==> config.mk <==
export PLATFORM = sky130hd
export DESIGN_NAME = alu_exec_mc
export DESIGN_NICKNAME = d
export VERILOG_FILES = /design/src/rtl/alu_defs_pkg.sv /design/src/rtl/alu_mul_seq.sv /design/src/rtl/alu_exec_mc.sv
export SDC_FILE = /design/constraint.sdc
export NUM_CORES = 1
export LEC_CHECK = 0
export BUFFER_PORTS_ARGS = -buffer_cell sky130_fd_sc_hd__buf_4
export CAP_MARGIN = 20
export CORE_AREA = 2 2 179 268
export CTS_CLUSTER_DIAMETER = 150
export CTS_CLUSTER_SIZE = 30
export DETAILED_ROUTE_END_ITERATION = 6
export DIE_AREA = 0 0 181 270
export PLACE_DENSITY = 0.67
export REMOVE_ABC_BUFFERS = 1
export SYNTH_ARGS = -nofsm -noshare
export SYNTH_HDL_FRONTEND = slang
export SYNTH_SLANG_ARGS = --single-unit
export TNS_END_PERCENT = 50
==> constraint.sdc <==
create_clock -name clk -period 8.3 [get_ports clk]
set_input_delay 1.66 -clock clk [delete_from_list [all_inputs] [get_ports clk]]
set_output_delay 1.66 -clock clk [all_outputs]
set_load 0.03 [all_outputs]
==> src/rtl/alu_defs_pkg.sv <==
// Shared ALU definitions: ALUControl codes, ALUOp encodings, execute FSM states.
// Used by both the ALU control decoder and the alu_exec_mc execute unit.
package alu_defs_pkg;

  localparam logic [3:0] ALU_AND  = 4'b0000;
  localparam logic [3:0] ALU_OR   = 4'b0001;
  localparam logic [3:0] ALU_ADD  = 4'b0010;
  localparam logic [3:0] ALU_MUL  = 4'b0011;
  localparam logic [3:0] ALU_SUB  = 4'b0110;
  localparam logic [3:0] ALU_SLT  = 4'b0111;
  localparam logic [3:0] ALU_SHL  = 4'b1000;
  localparam logic [3:0] ALU_SHR  = 4'b1001;
  localparam logic [3:0] ALU_SEQ  = 4'b1011;
  localparam logic [3:0] ALU_NOR  = 4'b1100;
  localparam logic [3:0] ALU_NAND = 4'b1101;
  localparam logic [3:0] ALU_NOP  = 4'b1111;

  // ALUOp from the main decoder into the ALU control decoder.
  localparam logic [1:0] ALUOP_MEM    = 2'b00;
  localparam logic [1:0] ALUOP_BRANCH = 2'b01;
  localparam logic [1:0] ALUOP_RTYPE  = 2'b10;
  localparam logic [1:0] ALUOP_IMM    = 2'b11;

  typedef enum logic {
    ST_IDLE = 1'b0,
    ST_MUL  = 1'b1
  } alu_state_e;

  // Signed overflow of r = x + y, given the three sign bits.
  function automatic logic add_ovf(input logic sx, input logic sy, input logic sr);
    return (sx == sy) && (sr != sx);
  endfunction

endpackage

==> src/rtl/alu_mul_seq.sv <==
// Iterative shift-add unsigned multiplier datapath and iteration counter.
// MUL_EARLY_TERM_EN: finish as soon as the remaining multiplier bits are all zero.
module alu_mul_seq
  import alu_defs_pkg::*;
#(
  parameter int WIDTH = 32
) (
  input  logic               clk,
  input  logic               reset,
  input  logic               load,
  input  logic               run,
  input  logic [WIDTH-1:0]   a,
  input  logic [WIDTH-1:0]   b,
  output logic               done,
  output logic [2*WIDTH-1:0] product
);

  localparam int CW = $clog2(WIDTH);

  logic [2*WIDTH-1:0] acc;
  logic [2*WIDTH-1:0] mcand;
  logic [WIDTH-1:0]   mplier;
  logic [CW-1:0]      cnt;
  logic [2*WIDTH-1:0] acc_next;
  logic               last;

  assign acc_next = acc + (mplier[0] ? mcand : '0);
  assign product  = acc_next;

`ifdef MUL_EARLY_TERM_EN
  // The counter bound still caps the run in case the multiplier MSB is set.
  assign last = (cnt == CW'(WIDTH - 1)) || (mplier[WIDTH-1:1] == '0);
`else
  assign last = (cnt == CW'(WIDTH - 1));
`endif

  assign done = run && last;

  // NOTE: state registers use <= so every register samples pre-edge values.
  always_ff @(posedge clk) begin
    if (reset) begin
      acc    <= '0;
      mcand  <= '0;
      mplier <= '0;
      cnt    <= '0;
    end else if (load) begin
      acc    <= '0;
      mcand  <= {{WIDTH{1'b0}}, a};
      mplier <= b;
      cnt    <= '0;
    end else if (run) begin
      acc    <= acc_next;
      mcand  <= mcand << 1;
      mplier <= mplier >> 1;
      cnt    <= cnt + 1'b1;
    end
  end

endmodule

==> src/rtl/alu_exec_mc.sv <==
// Multi-cycle ALU execute unit: 1-cycle logic/arith ops, iterative MUL with busy/done.
// MUL_EARLY_TERM_EN: MUL ends when the multiplier is exhausted; b=0 completes in 1 cycle.
module alu_exec_mc
  import alu_defs_pkg::*;
#(
  parameter int WIDTH = 32
) (
  input  logic             clk,
  input  logic             reset,
  input  logic             start,
  input  logic [3:0]       alu_ctrl,
  input  logic [WIDTH-1:0] a,
  input  logic [WIDTH-1:0] b,
  input  logic [4:0]       shamt,
  output logic             busy,
  output logic             done,
  output logic [WIDTH-1:0] result,
  output logic [WIDTH-1:0] result_hi,
  output logic             zero,
  output logic             ovf,
  output logic             illegal
);

  alu_state_e         state;
  logic [WIDTH-1:0]   sum;
  logic [WIDTH-1:0]   diff;
  logic [WIDTH-1:0]   sc_res;
  logic               sc_ovf;
  logic               sc_ill;
  logic               mul_bypass;
  logic               mul_load;
  logic               mul_run;
  logic               mul_done;
  logic [2*WIDTH-1:0] mul_prod;
  logic [WIDTH-1:0]   mul_lo;
  logic [WIDTH-1:0]   mul_hi;

  assign sum  = a + b;
  assign diff = a - b;

  always_comb begin
    // NOTE: defaults first so no path leaves an output unassigned (no latches).
    sc_res = '0;
    sc_ovf = 1'b0;
    sc_ill = 1'b0;
    case (alu_ctrl)
      ALU_AND:  sc_res = a & b;
      ALU_OR:   sc_res = a | b;
      ALU_ADD: begin
        sc_res = sum;
        sc_ovf = add_ovf(a[WIDTH-1], b[WIDTH-1], sum[WIDTH-1]);
      end
      ALU_SUB: begin
        sc_res = diff;
        sc_ovf = add_ovf(a[WIDTH-1], ~b[WIDTH-1], diff[WIDTH-1]);
      end
      ALU_SLT:  sc_res = {{(WIDTH-1){1'b0}}, ($signed(a) < $signed(b))};
      ALU_SHL:  sc_res = b << shamt;
      ALU_SHR:  sc_res = b >> shamt;
      ALU_SEQ:  sc_res = {{(WIDTH-1){1'b0}}, (a == b)};
      ALU_NOR:  sc_res = ~(a | b);
      ALU_NAND: sc_res = ~(a & b);
      // MUL only reaches this path for a zero multiplier, whose product is 0.
      ALU_MUL, ALU_NOP: sc_res = '0;
      default:  sc_ill = 1'b1;
    endcase
  end

`ifdef MUL_EARLY_TERM_EN
  assign mul_bypass = (b == '0);
`else
  assign mul_bypass = 1'b0;
`endif

  assign mul_load = (state == ST_IDLE) && start && (alu_ctrl == ALU_MUL) && !mul_bypass;
  assign mul_run  = (state == ST_MUL);
  assign mul_lo   = mul_prod[WIDTH-1:0];
  assign mul_hi   = mul_prod[2*WIDTH-1:WIDTH];

  alu_mul_seq #(.WIDTH(WIDTH)) u_mul (
    .clk     (clk),
    .reset   (reset),
    .load    (mul_load),
    .run     (mul_run),
    .a       (a),
    .b       (b),
    .done    (mul_done),
    .product (mul_prod)
  );

  always_ff @(posedge clk) begin
    if (reset) begin
      state     <= ST_IDLE;
      busy      <= 1'b0;
      done      <= 1'b0;
      result    <= '0;
      result_hi <= '0;
      zero      <= 1'b0;
      ovf       <= 1'b0;
      illegal   <= 1'b0;
    end else begin
      done <= 1'b0;
      case (state)
        ST_IDLE: begin
          if (mul_load) begin
            state <= ST_MUL;
            busy  <= 1'b1;
          end else if (start) begin
            result    <= sc_res;
            result_hi <= '0;
            zero      <= (sc_res == '0);
            ovf       <= sc_ovf;
            illegal   <= sc_ill;
            done      <= 1'b1;
          end
        end
        ST_MUL: begin
          // The product register is captured on the same edge as the last iteration.
          if (mul_done) begin
            state     <= ST_IDLE;
            busy      <= 1'b0;
            done      <= 1'b1;
            result    <= mul_lo;
            result_hi <= mul_hi;
            zero      <= (mul_lo == '0);
            ovf       <= 1'b0;
            illegal   <= 1'b0;
          end
        end
        default: state <= ST_IDLE;
      endcase
    end
  end

endmodule

==> flow_summary_export.csv <==
group,metric,value,unit
timing,fin_setup_tns,0,ps
pwr,p_sw_frac,0.380,
worst_setup_path,path_class,"in -> reg",
layout,drive_above_1_share,0.109,
clock_tree,cts_buffers,12,
worst_setup_path,path_buf_inv,2,
detailed_routing,vias,24500,
timing,relSlewSlack,0.189,
pwr,clockPowerShare,0.253,
pwr,combPwrFrac,0.340,
synthesis,syn_inst,3018,
floorplanning,start_util,0.493,
worst_setup_path,cp_slowest_stage_delay,1010,ps
timing,finalSetupViolCount,0,
placed_design,hpwlAfterDp,75700,um
detailed_routing,drcViolationCount,1,
floorplanning,die_h,270,um
run_status,violations,"design-rule violations",
grt,grt_pass1_wl,148000,um
layout,final_nets,3221,
clock_tree,h-tree-depth,1,
placed_design,io_buffer_count,144,
timing,hold_slack,461,ps
clock_tree,root_buffer,"clkbuf_16",
synthesis,yosysSeqAreaShare,0.205,
worst_setup_path,end_kind,"register",
detailed_routing,ant_nets,0,
timing,tightest_slew,1210,ps
worst_setup_path,cp.required,8740,ps
clock_tree,cts_resized,0,
worst_setup_path,cp_data_arrival_time,6380,ps
detailed_routing,avgViaCountPerCell,6.87,
grt,overflow,0,
synthesis,yosysWarnings,0,
synthesis,ys.flop_type,"dfxtp_1",
pwr,ir_drop,245,uV
timing,fmax,168,MHz
detailed_routing,wire_per_inst,27.9,um
placed_design,gp_congestion,1.09,
timing,rsz0062_at_grt,"no",
clock_tree,post_cts_buffers,0,
run_status,outcome,"finished with violations",
job,drv_cap,0,
clock_tree,clock_sinks,235,
pwr,switchingPower,1.08,mW
detailed_routing,wl,99500,um
clock_tree,clockBufferDepth,3,
detailed_routing,drt_iter0_drc,2431,
worst_setup_path,cp_top_family,"compound AO/OA/AOI/OAI gates",
synthesis,ys_ff_latch,235,
layout,syn_to_final_growth,6.59,%
pwr,leakagePower,9.85,nW
synthesis,syn_area_per_cell,7.62,um^2
grt,grt_max_degree,93,
pwr,power.density,116,nW/um^2
worst_setup_path,critPathLaunchType,"input port",
layout,fillers,4552,
clock_tree,cts_tree,"built",
timing,maxSlewViolCount,0,
worst_setup_path,crit_slowest_cell,"a2111oi_0",
clock_tree,insertion_delay,530,ps
timing,hold_viol,0,
clock_tree,cts.reportedPaths.clkPinSlew,110,ps
grt,grt_use_total,0.394,
synthesis,syn_area,23000,um^2
floorplanning,rows,97,
synthesis,synth_edf_count,0,
worst_setup_path,critPathMaxFanout,68,
timing,finalClockSkew,34.4,ps
grt,grt_pass1_vias,23800,
pwr,internal-power,1.76,mW
worst_hold_path,hold_class,"reg -> reg",
synthesis,synth_cell_type_count,102,
pwr,pwr-share-seq,0.407,
clock_tree,ctsHoldBuffers,0,
timing,fin_crit_sh,0.716,
floorplanning,coreArea,46600,um^2
worst_setup_path,cp_cell_sequence,"buf_4, buf_12, mux2_2, a22o_1, o221ai_1, mux2i_1, a2111oi_0, o21ai_1, a21oi_1, and3_1, nand4_1, nor4_2, nand2_1, o32ai_2",
floorplanning,dieArea,48900,um^2
floorplanning,die_x,181,um
timing,fin_crit,5940,ps
synthesis,synthArstFlopShare,0,
detailed_routing,firstDrtPassIters,7,
grt,antenna_found_initial,0,
floorplanning,ioPinCount,145,
[sequential cells by signal, summed over array words and instances (netlist names), 5 cells and up]
| signal | count |
|---|---|
| result_hi | 32 |
| u_mul.mcand | 64 |
| u_mul.cnt | 5 |
| result | 32 |
| u_mul.mplier | 32 |
| u_mul.acc | 64 |
[tightest hold or removal path, cell delays in order, from the launching register on]
cell     delay [ps]
dfxtp_1         320
nand2_1          50
a21oi_1          50
[through the flow]
stage                     cells  utilization  power, mW  worst slack [ps]  cell area (um^2)
after CTS                  3564        0.525       2.83              2430             24500
after detailed placement   3547        0.517       2.12              1890             24100
final                      3568        0.526       2.85              2360             24500
after global placement     3544        0.517       2.11              1900             24100
after floorplan            2772            -       1.72             -2720             21900
after global routing       3566        0.526       2.94              2170             24500
[cells in the mapped netlist (all sizes together), types with 13 or more instances]
cell / count / area (um^2)
a21oi: 303 / 1520
nand2: 289 / 1090
nor2: 284 / 1070
dfxtp: 235 / 4700
clkbuf: 190 / 713
ha: 173 / 2160
o21ai: 146 / 731
inv: 134 / 505
mux2i: 123 / 1230
a22oi: 77 / 578
and2: 77 / 483
nand3: 65 / 325
a21o: 64 / 480
nor3: 58 / 290
buf: 56 / 342
xnor2: 52 / 455
mux4: 49 / 1110
o22ai: 48 / 300
a211oi: 46 / 355
a221oi: 33 / 295
o211ai: 33 / 248
mux2: 27 / 312
a31oi: 24 / 150
nand2b: 24 / 150
xor2: 24 / 210
o21bai: 21 / 158
and3: 20 / 125
nor2b: 20 / 125
nor4: 20 / 138
a22o: 19 / 166
or3: 19 / 119
a221o: 18 / 180
nand4: 18 / 113
o221ai: 16 / 140
o21a: 15 / 113
o31ai: 14 / 105
or2: 13 / 81.3
[worst paths after layout]
kind | start | to | slack, ps | cells after the start
max | shamt[1] | zero$_SDFFE_PP0P_ | 2360 | 14
min reg2reg | u_mul.mplier[27]$_SDFFE_PP0P_ | u_mul.mplier[27]$_SDFFE_PP0P_ | 460 | 2
max reg2reg | u_mul.mplier[0]$_SDFFE_PP0P_ | zero$_SDFFE_PP0P_ | 2530 | 17
min | u_mul.mplier[27]$_SDFFE_PP0P_ | u_mul.mplier[27]$_SDFFE_PP0P_ | 460 | 2
[per-layer routing]
metal | vias up | GRT usage | routed length, um
li1 | 11000 | - | -
met1 | 11900 | 0.430 | 35500
met2 | 1266 | 0.693 | 48400
met3 | 367 | 0.0429 | 6220
met4 | 0 | 0.310 | 9430
met5 | - | 0 | 0
[cells in the final DEF, fill, tap and decap left out, types with 21 or more instances in the layout]
master,n
a21o_1,64
a21oi_1,303
a211oi_1,44
inv_1,130
ha_1,173
mux2i_1,123
nand2b_1,24
xnor2_1,52
o22ai_1,48
nand3_1,65
a22oi_1,77
dfxtp_1,234
o21ai_0,117
buf_4,178
nand2_1,288
mux4_2,47
a31oi_1,24
a221oi_1,32
xor2_1,24
nor2_1,279
mux2_2,21
o21ai_1,29
o21bai_1,21
nor3_1,57
o211ai_1,33
and2_1,74
[final cells by class]
type / count / area, um^2 / area share
antenna: 2 / 5.00 / 0.000204
clock buffer: 14 / 329 / 0.0134
clock inverter: 3 / 43.8 / 0.00179
inverter: 134 / 505 / 0.0206
multi-input combinational: 2403 / 16800 / 0.685
sequential: 235 / 4710 / 0.192
tap: 594 / 743 / 0.0303
timing repair buffer: 183 / 1390 / 0.0567
[cell families after synthesis]
| family | synth area share |
|---|---|
| AO/OA/AOI/OAI | 0.293 |
| XOR/XNOR | 0.0290 |
| adder cells (fa/ha/maj) | 0.0968 |
| buffers and inverters | 0.0679 |
| flip-flops | 0.205 |
| multiplexers | 0.115 |
| AND/OR/NAND/NOR | 0.193 |
[power by group through the flow]
| stage | combinational (mW) | clock [mW] | sequential, mW |
|---|---|---|---|
| floorplan | 0.509 | 0 | 1.21 |
| global placement | 0.929 | 0 | 1.18 |
| detailed placement | 0.932 | 0 | 1.18 |
| CTS | 0.935 | 0.733 | 1.16 |
| global route | 1.02 | 0.765 | 1.16 |
| finish | 0.968 | 0.720 | 1.16 |
(Power assumes the default switching activity.)
